[config.mk]
export PLATFORM = sky130hd
export DESIGN_NAME = debug_serial_scheduler
export DESIGN_NICKNAME = d
export VERILOG_FILES = /design/src/rtl/debug_serial_pkg.sv /design/src/rtl/debug_serial_scheduler_arbiter.sv /design/src/rtl/debug_serial_scheduler.sv
export SDC_FILE = /design/constraint.sdc
export NUM_CORES = 1
export LEC_CHECK = 0
export ABC_AREA = 1
export BUFFER_PORTS_ARGS = -buffer_cell sky130_fd_sc_hd__buf_2
export CORE_ASPECT_RATIO = 0.5
export CORE_MARGIN = 2
export CORE_UTILIZATION = 30
export DETAILED_ROUTE_END_ITERATION = 6
export GPL_ROUTABILITY_DRIVEN = 0
export PLACE_DENSITY_LB_ADDON = 0.3
export REMOVE_ABC_BUFFERS = 1
export SYNTH_ARGS = -nofsm -noshare
export SYNTH_HDL_FRONTEND = slang
export SYNTH_HIERARCHICAL = 1
export SYNTH_SLANG_ARGS = --single-unit
[constraint.sdc]
create_clock -name CLK_3P3_MHZ -period 3 [get_ports CLK_3P3_MHZ]
set_clock_uncertainty 0.1 [all_clocks]
set_input_delay 0.75 -clock CLK_3P3_MHZ [delete_from_list [all_inputs] [get_ports CLK_3P3_MHZ]]
set_output_delay 0.75 -clock CLK_3P3_MHZ [all_outputs]
set_load 0.01 [all_outputs]
[src/rtl/debug_serial_pkg.sv]
// Shared types and helpers for the debug serial link scheduler.
package debug_serial_pkg;

    typedef enum logic [1:0] {
        IDLE  = 2'd0,
        SHIFT = 2'd1,
        GAP   = 2'd2
    } state_t;

    localparam int unsigned DEFAULT_DATA_W     = 16;
    localparam int unsigned DEFAULT_GAP_CYCLES = 2;

    // Channel ID field width; a single channel still sends one ID bit.
    function automatic int unsigned id_width(input int unsigned n);
        return (n <= 1) ? 32'd1 : 32'($clog2(n));
    endfunction

endpackage

[src/rtl/debug_serial_scheduler_arbiter.sv]
// Combinational round-robin arbiter: first set request at or above ptr, wrapping.
module rr_arbiter
    import debug_serial_pkg::*;
#(
    parameter  int unsigned NUM_CH = 4,
    localparam int unsigned ID_W   = id_width(NUM_CH)
) (
    input  logic [NUM_CH-1:0] req,
    input  logic [ID_W-1:0]   ptr,
    output logic [NUM_CH-1:0] grant,
    output logic [ID_W-1:0]   idx,
    output logic              any
);

    localparam int unsigned SUM_W = ID_W + 1;

    logic [NUM_CH-1:0] rot;
    logic [ID_W-1:0]   off;
    logic [SUM_W-1:0]  sum;

    assign any = |req;

    // Rotate so the pointer sits at bit 0, pick the lowest set bit, map back to a channel
    always_comb begin
        rot = NUM_CH'({req, req} >> ptr);
        off = '0;
        for (int i = NUM_CH - 1; i >= 0; i--) begin
            if (rot[i]) off = ID_W'(i);
        end
        sum = {1'b0, ptr} + {1'b0, off};
        if (sum >= SUM_W'(NUM_CH)) sum = sum - SUM_W'(NUM_CH);
        idx   = sum[ID_W-1:0];
        grant = '0;
        for (int ch = 0; ch < NUM_CH; ch++) begin
            if (any && (idx == ID_W'(ch))) grant[ch] = 1'b1;
        end
    end

endmodule

[src/rtl/debug_serial_scheduler.sv]
// Round-robin scheduler sharing one debug serial link between NUM_CH counters.
// Frame: channel ID then data, MSB first. Build option SERIAL_PARITY_EN appends
// an even-parity bit over {ID, DATA}.
module debug_serial_scheduler
    import debug_serial_pkg::*;
#(
    parameter int unsigned NUM_CH     = 4,
    parameter int unsigned DATA_W     = DEFAULT_DATA_W,
    parameter int unsigned GAP_CYCLES = DEFAULT_GAP_CYCLES
) (
    input  logic                     CLK_3P3_MHZ,
    input  logic                     RESET,
    input  logic [NUM_CH-1:0]        REQ,
    input  logic [NUM_CH*DATA_W-1:0] DATA,
    output logic [NUM_CH-1:0]        ACK,
    output logic                     OUTPUT_ENABLED,
    output logic                     SERIAL_OUT,
    output logic                     BUSY
);

    localparam int unsigned ID_W = id_width(NUM_CH);
`ifdef SERIAL_PARITY_EN
    localparam int unsigned PAR_W = 1;
`else
    localparam int unsigned PAR_W = 0;
`endif
    localparam int unsigned FRAME_LEN = ID_W + DATA_W + PAR_W;
    localparam int unsigned CNT_W     = $clog2(FRAME_LEN + 16);

    state_t               state_q, state_d;
    logic [ID_W-1:0]      ptr_q, ptr_d;
    logic [FRAME_LEN-1:0] sr_q, sr_d;
    logic [CNT_W-1:0]     cnt_q, cnt_d;
    logic [NUM_CH-1:0]    ack_d;
    logic                 oe_d, sout_d, busy_d;

    logic [NUM_CH-1:0]    grant;
    logic [ID_W-1:0]      grant_idx;
    logic                 any_req;
    logic [DATA_W-1:0]    data_sel;
    logic [FRAME_LEN-1:0] word;
    logic                 last_bit, last_gap;

    rr_arbiter #(.NUM_CH(NUM_CH)) u_arb (
        .req   (REQ),
        .ptr   (ptr_q),
        .grant (grant),
        .idx   (grant_idx),
        .any   (any_req)
    );

    // Select the granted channel's payload and build the frame word
    always_comb begin
        data_sel = '0;
        for (int ch = 0; ch < NUM_CH; ch++) begin
            if (grant[ch]) data_sel = DATA[ch*DATA_W +: DATA_W];
        end
`ifdef SERIAL_PARITY_EN
        word = {grant_idx, data_sel, ^{grant_idx, data_sel}};
`else
        word = {grant_idx, data_sel};
`endif
    end

    assign last_bit = (cnt_q == CNT_W'(FRAME_LEN - 1));
    assign last_gap = (cnt_q == CNT_W'(GAP_CYCLES - 1));

    // State register
    always_ff @(posedge CLK_3P3_MHZ or posedge RESET) begin
        if (RESET) state_q <= IDLE;
        else       state_q <= state_d;
    end

    // Next-state logic
    always_comb begin
        state_d = state_q;
        case (state_q)
            IDLE:    if (any_req) state_d = SHIFT;
            SHIFT:   if (last_bit) state_d = (GAP_CYCLES == 0) ? IDLE : GAP;
            GAP:     if (last_gap) state_d = IDLE;
            default: state_d = IDLE;
        endcase
    end

    // Output and datapath next values; registered below
    always_comb begin
        ptr_d  = ptr_q;
        sr_d   = sr_q;
        cnt_d  = cnt_q;
        ack_d  = '0;
        oe_d   = 1'b0;
        sout_d = 1'b0;
        busy_d = (state_d != IDLE);
        case (state_q)
            IDLE: begin
                if (any_req) begin
                    sr_d  = word;
                    ack_d = grant;
                    cnt_d = '0;
                    ptr_d = (grant_idx == ID_W'(NUM_CH - 1)) ? '0 : grant_idx + ID_W'(1);
                end
            end
            SHIFT: begin
                oe_d   = 1'b1;
                sout_d = sr_q[FRAME_LEN-1];
                sr_d   = sr_q << 1;
                cnt_d  = last_bit ? '0 : cnt_q + CNT_W'(1);
            end
            GAP: begin
                cnt_d = last_gap ? '0 : cnt_q + CNT_W'(1);
            end
            default: ;
        endcase
    end

    // Registered outputs and datapath
    always_ff @(posedge CLK_3P3_MHZ or posedge RESET) begin
        if (RESET) begin
            ptr_q          <= '0;
            sr_q           <= '0;
            cnt_q          <= '0;
            ACK            <= '0;
            OUTPUT_ENABLED <= 1'b0;
            SERIAL_OUT     <= 1'b0;
            BUSY           <= 1'b0;
        end else begin
            ptr_q          <= ptr_d;
            sr_q           <= sr_d;
            cnt_q          <= cnt_d;
            ACK            <= ack_d;
            OUTPUT_ENABLED <= oe_d;
            SERIAL_OUT     <= sout_d;
            BUSY           <= busy_d;
        end
    end

endmodule

---- Word-level counts from Yosys, hierarchy flattened ----
Cells that the tools add are included.
word-level totals
  register bits after elaboration ......... 35
  latch bits .............................. 0
  bits in writable memories ............... 0
  memory bits (read-only) ................. 0
  input port bits ......................... 70
  output and inout bits ................... 7
  logic and storage cells ................. 63
  memories ................................ 0
cells by class
  $add $sub $neg .......................... 4
  multipliers ............................. 0
  divide/modulo/power cells ............... 0
  order comparisons ....................... 1
  eq/ne operators ......................... 8
  shift operators ......................... 1
  multiplexer cells ....................... 28
  bitwise operators ....................... 0
  reductions and logical operators ........ 13
operators with widths
  kind                 count
  $mux 16              4
  $pmux 18 s2          1
  $mux 18              1
  $mux 2               9
  $mux 6               3
  $pmux 6 s3           1
  $mux 4               2
  $shr 8x2->4          1
  $add 6x1->6 const B  1
  $eq 2x2->1 const B   3
  $eq 6x1->1 const B   1
  $eq 6x5->1 const B   1
  $mux 1               6
  $pmux 2 s3           1
  $reduce_and 2->1     3
  $eq 2x1->1 const B   2
  $logic_and 1x1->1    4
  $logic_not 2->1      2
  $reduce_bool 2->1    2
  $reduce_or 4->1      1
  $add 2x2->3          1
  $ge 3x3->1 const B   1
  $reduce_bool 3->1    1
  $add 2x1->2 const B  1
  other kinds (2)      2

---- Longest topological paths before layout ----
  word-level depth ........................ 17
  gate-level depth with buffers ........... 19
  gate-level depth less buffers ........... 18

---- Cells and area by module ----
The synthesis kept the hierarchy.
modules (own cells, without submodules)
  module                  instances  cells an instance  area an instance (µm²)  sequential area each (µm²)
  debug_serial_scheduler  1          326                2214.6                  875.8
  rr_arbiter              1          44                 221.5                   0.0

---- Worst setup path after synthesis ----
No wires, ideal clock.
  path kind ............................... input port to flip-flop
  from .................................... input port REQ[1]
  to ...................................... register sr_q[1]
  setup time .............................. 0.123 ns
  arrival ................................. 2.532 ns
  data required time ...................... 2.777 ns
  setup slack ............................. 0.244 ns
  stages on the path ...................... 16
  buffers on the path ..................... 2
  path through ............................ nand2_1 -> nand3_1 -> nand2_1 -> nand3_1 -> a21boi_0 -> ha_1 -> xnor2_1 -> nand3_2 -> a21oi_1 -> buf_2 -> inv_1 -> buf_4 -> nor2_1 -> nor2_1 -> a21oi_1 -> o21ai_1
between the ends
  elaborated cells on any way between the ends .. 30
  those cells by class .................... add/sub (2); order compare (1); eq/ne (4); shift (1); mux (15); reduce/logical (7)
RTL lines
  what                                              line                                  RTL
  from (decl)                                       debug_serial_scheduler.sv:13          input logic [NUM_CH-1:0] REQ,
  $shr 8x2->4                                       debug_serial_scheduler_arbiter.sv:25  rot = NUM_CH'({req, req} >> ptr);
  $mux 2 (4 in series)                              debug_serial_scheduler_arbiter.sv:28  if (rot[i]) off = ID_W'(i);
  $add 2x2->3                                       debug_serial_scheduler_arbiter.sv:30  sum = {1'b0, ptr} + {1'b0, off};
  $ge 3x3->1 / $sub 2x1->2 (equally long branches)  debug_serial_scheduler_arbiter.sv:31  if (sum >= SUM_W'(NUM_CH)) sum = sum - SUM_W'(NUM_CH);
  $mux 2                                            debug_serial_scheduler_arbiter.sv:31
  $eq 2x2->1                                        debug_serial_scheduler_arbiter.sv:35  if (any && (idx == ID_W'(ch))) grant[ch] = 1'b1;
  $logic_and 1x1->1 *                               debug_serial_scheduler_arbiter.sv:35
  $mux 1 *                                          debug_serial_scheduler_arbiter.sv:35
  net grant[2]                                      debug_serial_scheduler.sv:37          logic [NUM_CH-1:0] grant;
  $mux 16 * (2 in series)                           debug_serial_scheduler.sv:56          if (grant[ch]) data_sel = DATA[ch*DATA_W +: DATA_W];
  $mux 18 *                                         debug_serial_scheduler.sv:96          if (any_req) begin
  $pmux 18 s2 *                                     debug_serial_scheduler.sv:94          case (state_q)
  to (signal assigned)                              debug_serial_scheduler.sv:128         sr_q <= sr_d;
  to (decl)                                         debug_serial_scheduler.sv:32          logic [FRAME_LEN-1:0] sr_q, sr_d;
Mark *: on every way through the listed nets, which the timed path passes. The rest lies on a longest branch. The select of a mux whose other input is x is not followed.
A chain may end at the register's enable or synchronous reset.

---- Final worst setup path ----
  from .................................... input port REQ[1]
  to ...................................... register sr_q[10]
Same word-level chain as after synthesis.

==> impl_results.md <==
* Post-layout nets at 526
* First-pass iteration count of the detailed router at 4
* Clock tree from TritonCTS: done
* Worst slew pin tran at 0.593 ns
* Endpoint class of the critical path: register
* Top post-synthesis cells by area: dfrtp_1 (36%), nand2_1 (19%), nor2_1 (7.6%)
* Final WL at 6.27 mm
* Worst path arrival time at 2.80 ns
* Delay of the slowest cell on the worst path at 0.19 ns
* Hpwl dp at 4.63 mm
* Number of global-route vias before repair at 2256
* Via-per-instance ratio at 4.59
* Seq cells post-synth at 35
* Final ANT Viol Nets at 0
* Cell Area, Placed at 2990 µm²
* Number of buffers created by CTS at 5
* Largest net degree at the start of global routing at 36
* Chip Width at 131 µm
* Worst-skew pair later-pin latency at 0.28 ns
* Biggest area consumer among synthesized cells: dfrtp_1
* Total die area at 8900 µm²
* Final instance area at 3130 µm²
* Post-CTS clock slew at the launch and capture registers of the worst setup and hold paths at 0.05 ns
* Total negative slack at 0 ns
* Most numerous cell in the Yosys netlist: nand2_1
* Number of buffers inserted by port buffering at 76
* Synth async-reset ratio at 1.00
* Max capacitance violation total at 0
* Class of the most critical setup path: in -> reg
* Synthesized instance count at 370
* Standard cell core area at 7940 µm²
* Residual overflow from global routing at 0
* Bufs on Longest Clock Path at 2
* Number of different library cells in the post-synthesis netlist at 30
* CTS H-tree depth at 2
* Top fanout value on the critical path at 8
* Layout overhead on the synthesized area at 28.6%
* Cell area after synthesis at 2440 µm²
* Type of the tightest min-delay check: reg -> reg
* Wire length of the first global-routing pass at 10.5 mm
* Worst slack, placed at -0.112 ns
* Worst supply voltage drop on vdd at 0.667 mV
* Min cycle time layout at 2.74 ns
* Minimum setup slack in the final design at 0.256 ns
* Placement Rows at 23
* Share of layout cells above drive strength 1 at 0.245
* Diodes inserted at 0
* Final Hold Viols at 0
* Share of synthesized area occupied by flip-flops and latches at 0.360
* Count of vias placed by the detailed router at 2575
* Ports at 77
* Starting density of the core at 0.307
* Pins Over Slew Limit at 0
* Vertical die dimension at 67.7 µm
* Leakage power figure at 1.64 nW
* Top cells by count, synth: nand2_1 (126), nor2_1 (49), a21oi_1 (36), dfrtp_1 (35), o21ai_0 (26)
* Fraction of post-synthesis cell area in the top cell type by area at 0.360
* Sort of element at the start of the critical path: input pin
* Predominant post-synthesis flop cell: dfrtp_1
* Root Buffer: clkbuf_16
* Cell area power density at 1390 nW/µm²
* Final setup violation count at 0
* Required arrival time at the worst endpoint at 3.06 ns
* Cell type of the slowest stage on the worst timing path: ha_1
* RSZ-0062 raised after global routing: false
* CP Cell Sequence: buf_2 > nand2_1 > nand3_1 > nand2_1 > nand3_1 > a21boi_0 > ha_1 > xnor2_1 > inv_1 > nand2_4 > buf_4 > a21oi_1 > inv_1 > buf_4 > nor2_1 > nor2_1 > a21oi_1 > o21ai_0
* Slew margin rel. at 0.605
* Iter 0 DRT Violations at 116
* Average cell area after synthesis at 6.58 µm²
* Run status: complete, no violations
* Yosys Warn Count at 6
* Clock sink count at 35
* Count of buffers added by post-CTS timing repair for setup at 0
* Tcrit/Tclk final at 0.915
* Total GRT Usage at 0.150
* Achievable frequency at 364 MHz
* Post-route total power at 0.00435 W
* Antenna violations before repair at 0
* Mean routed wirelength per cell at 11.2 µm
* Number of synthesized flops with an enable pin at 0
* Remaining routing DRC violations at 0
cells by family (layout without fill, tap and decap cells):
kind of cell,count (synthesis),count (layout),synth area share
buf+inv,42,121,0.0791
flops,35,35,0.360
compound gates,79,79,0.168
fa+ha+maj,8,8,0.0411
simple gates,203,203,0.341
mux,1,1,0.00462
xor+xnor,2,2,0.00719
worst paths after layout:
path                                       from                   end  slack [ns]  cells past startpoint
max in group asynchronous                 RESET  ptr_q[0]$_DFFE_PP0P_        1.99                      3
min                        sr_q[11]$_DFFE_PP0P_  sr_q[11]$_DFFE_PP0P_        0.38                      2
min reg2reg                sr_q[11]$_DFFE_PP0P_  sr_q[11]$_DFFE_PP0P_        0.38                      2
max                                      REQ[1]  sr_q[10]$_DFFE_PP0P_        0.26                     18
max reg2reg                ptr_q[0]$_DFFE_PP0P_  sr_q[10]$_DFFE_PP0P_        0.36                     18
min in group asynchronous                 RESET   sr_q[0]$_DFFE_PP0P_        0.46                      3
state kept, by name, indices dropped and copies added, names as in the netlist:
| register | cells |
|---|---|
| ACK | 4 |
| SERIAL_OUT | 1 |
| cnt_q | 6 |
| ptr_q | 2 |
| sr_q | 18 |
| BUSY | 1 |
| state_q | 2 |
| OUTPUT_ENABLED | 1 |
timing repair:
| action | in CTS | in global routing |
|---|---|---|
| hold endpoints to repair | 0 | 0 |
| endpoints found under the setup margin | 0 | 6 |
| gates resized for setup | 0 | 2 |
| hold buffers | 0 | 0 |
final cells by class:
class / count / area (µm²)
clock buffers: 5 / 125
clock inverters: 3 / 15.0
fillers: 872 / 4810
inverters: 26 / 101
multi-input cells: 293 / 1370
flip-flops and latches: 35 / 877
well taps: 112 / 140
repair buffers: 87 / 500
per-stage QoR:
| step | hold WS (ns) | utilization | instances |
|---|---|---|---|
| floorplan | 0.334 | - | 354 |
| global placement | 0.366 | 0.376 | 553 |
| detailed placement | 0.371 | 0.376 | 553 |
| CTS | 0.384 | 0.394 | 561 |
| global route | 0.414 | 0.394 | 561 |
| finish | 0.381 | 0.394 | 561 |
cell usage in the layout (no fill, tap or decap), types with 2 or more instances in the layout:
cell	count
nand2_1	126
buf_2	76
nor2_1	48
a21oi_1	35
dfrtp_1	34
o21ai_0	26
inv_1	21
nand3_1	18
o21ai_1	11
ha_1	8
buf_4	8
clkbuf_16	5
clkinv_2	4
nand4_1	3
inv_2	3
buf_12	3
nand2_2	2
a31oi_1	2
nand2_4	2
worst max-delay path, delay by kind of cell:
kind / cells / cell delay (ns)
xor+xnor: 1 / 0.10
buf+inv: 5 / 0.62
fa+ha+maj: 1 / 0.19
simple gates: 7 / 0.51
compound gates: 4 / 0.62
where the power goes:
part           internal (W)  switching [W]  total [W]  leakage (nW)
Combinational       0.00122        0.00183    0.00306          1.12
Clock              0.000303       0.000192   0.000494        0.0733
Sequential         0.000675       0.000119   0.000794         0.441
Total               0.00220        0.00214    0.00435          1.64
metal layers:
metal,track usage,up-vias,wire length (µm)
met5,0,-,0
met4,0.0448,0,38
met3,0.0435,4,334
met2,0.243,56,2810
met1,0.196,1166,3090
li1,-,1349,-
(Power assumes the default switching activity.)
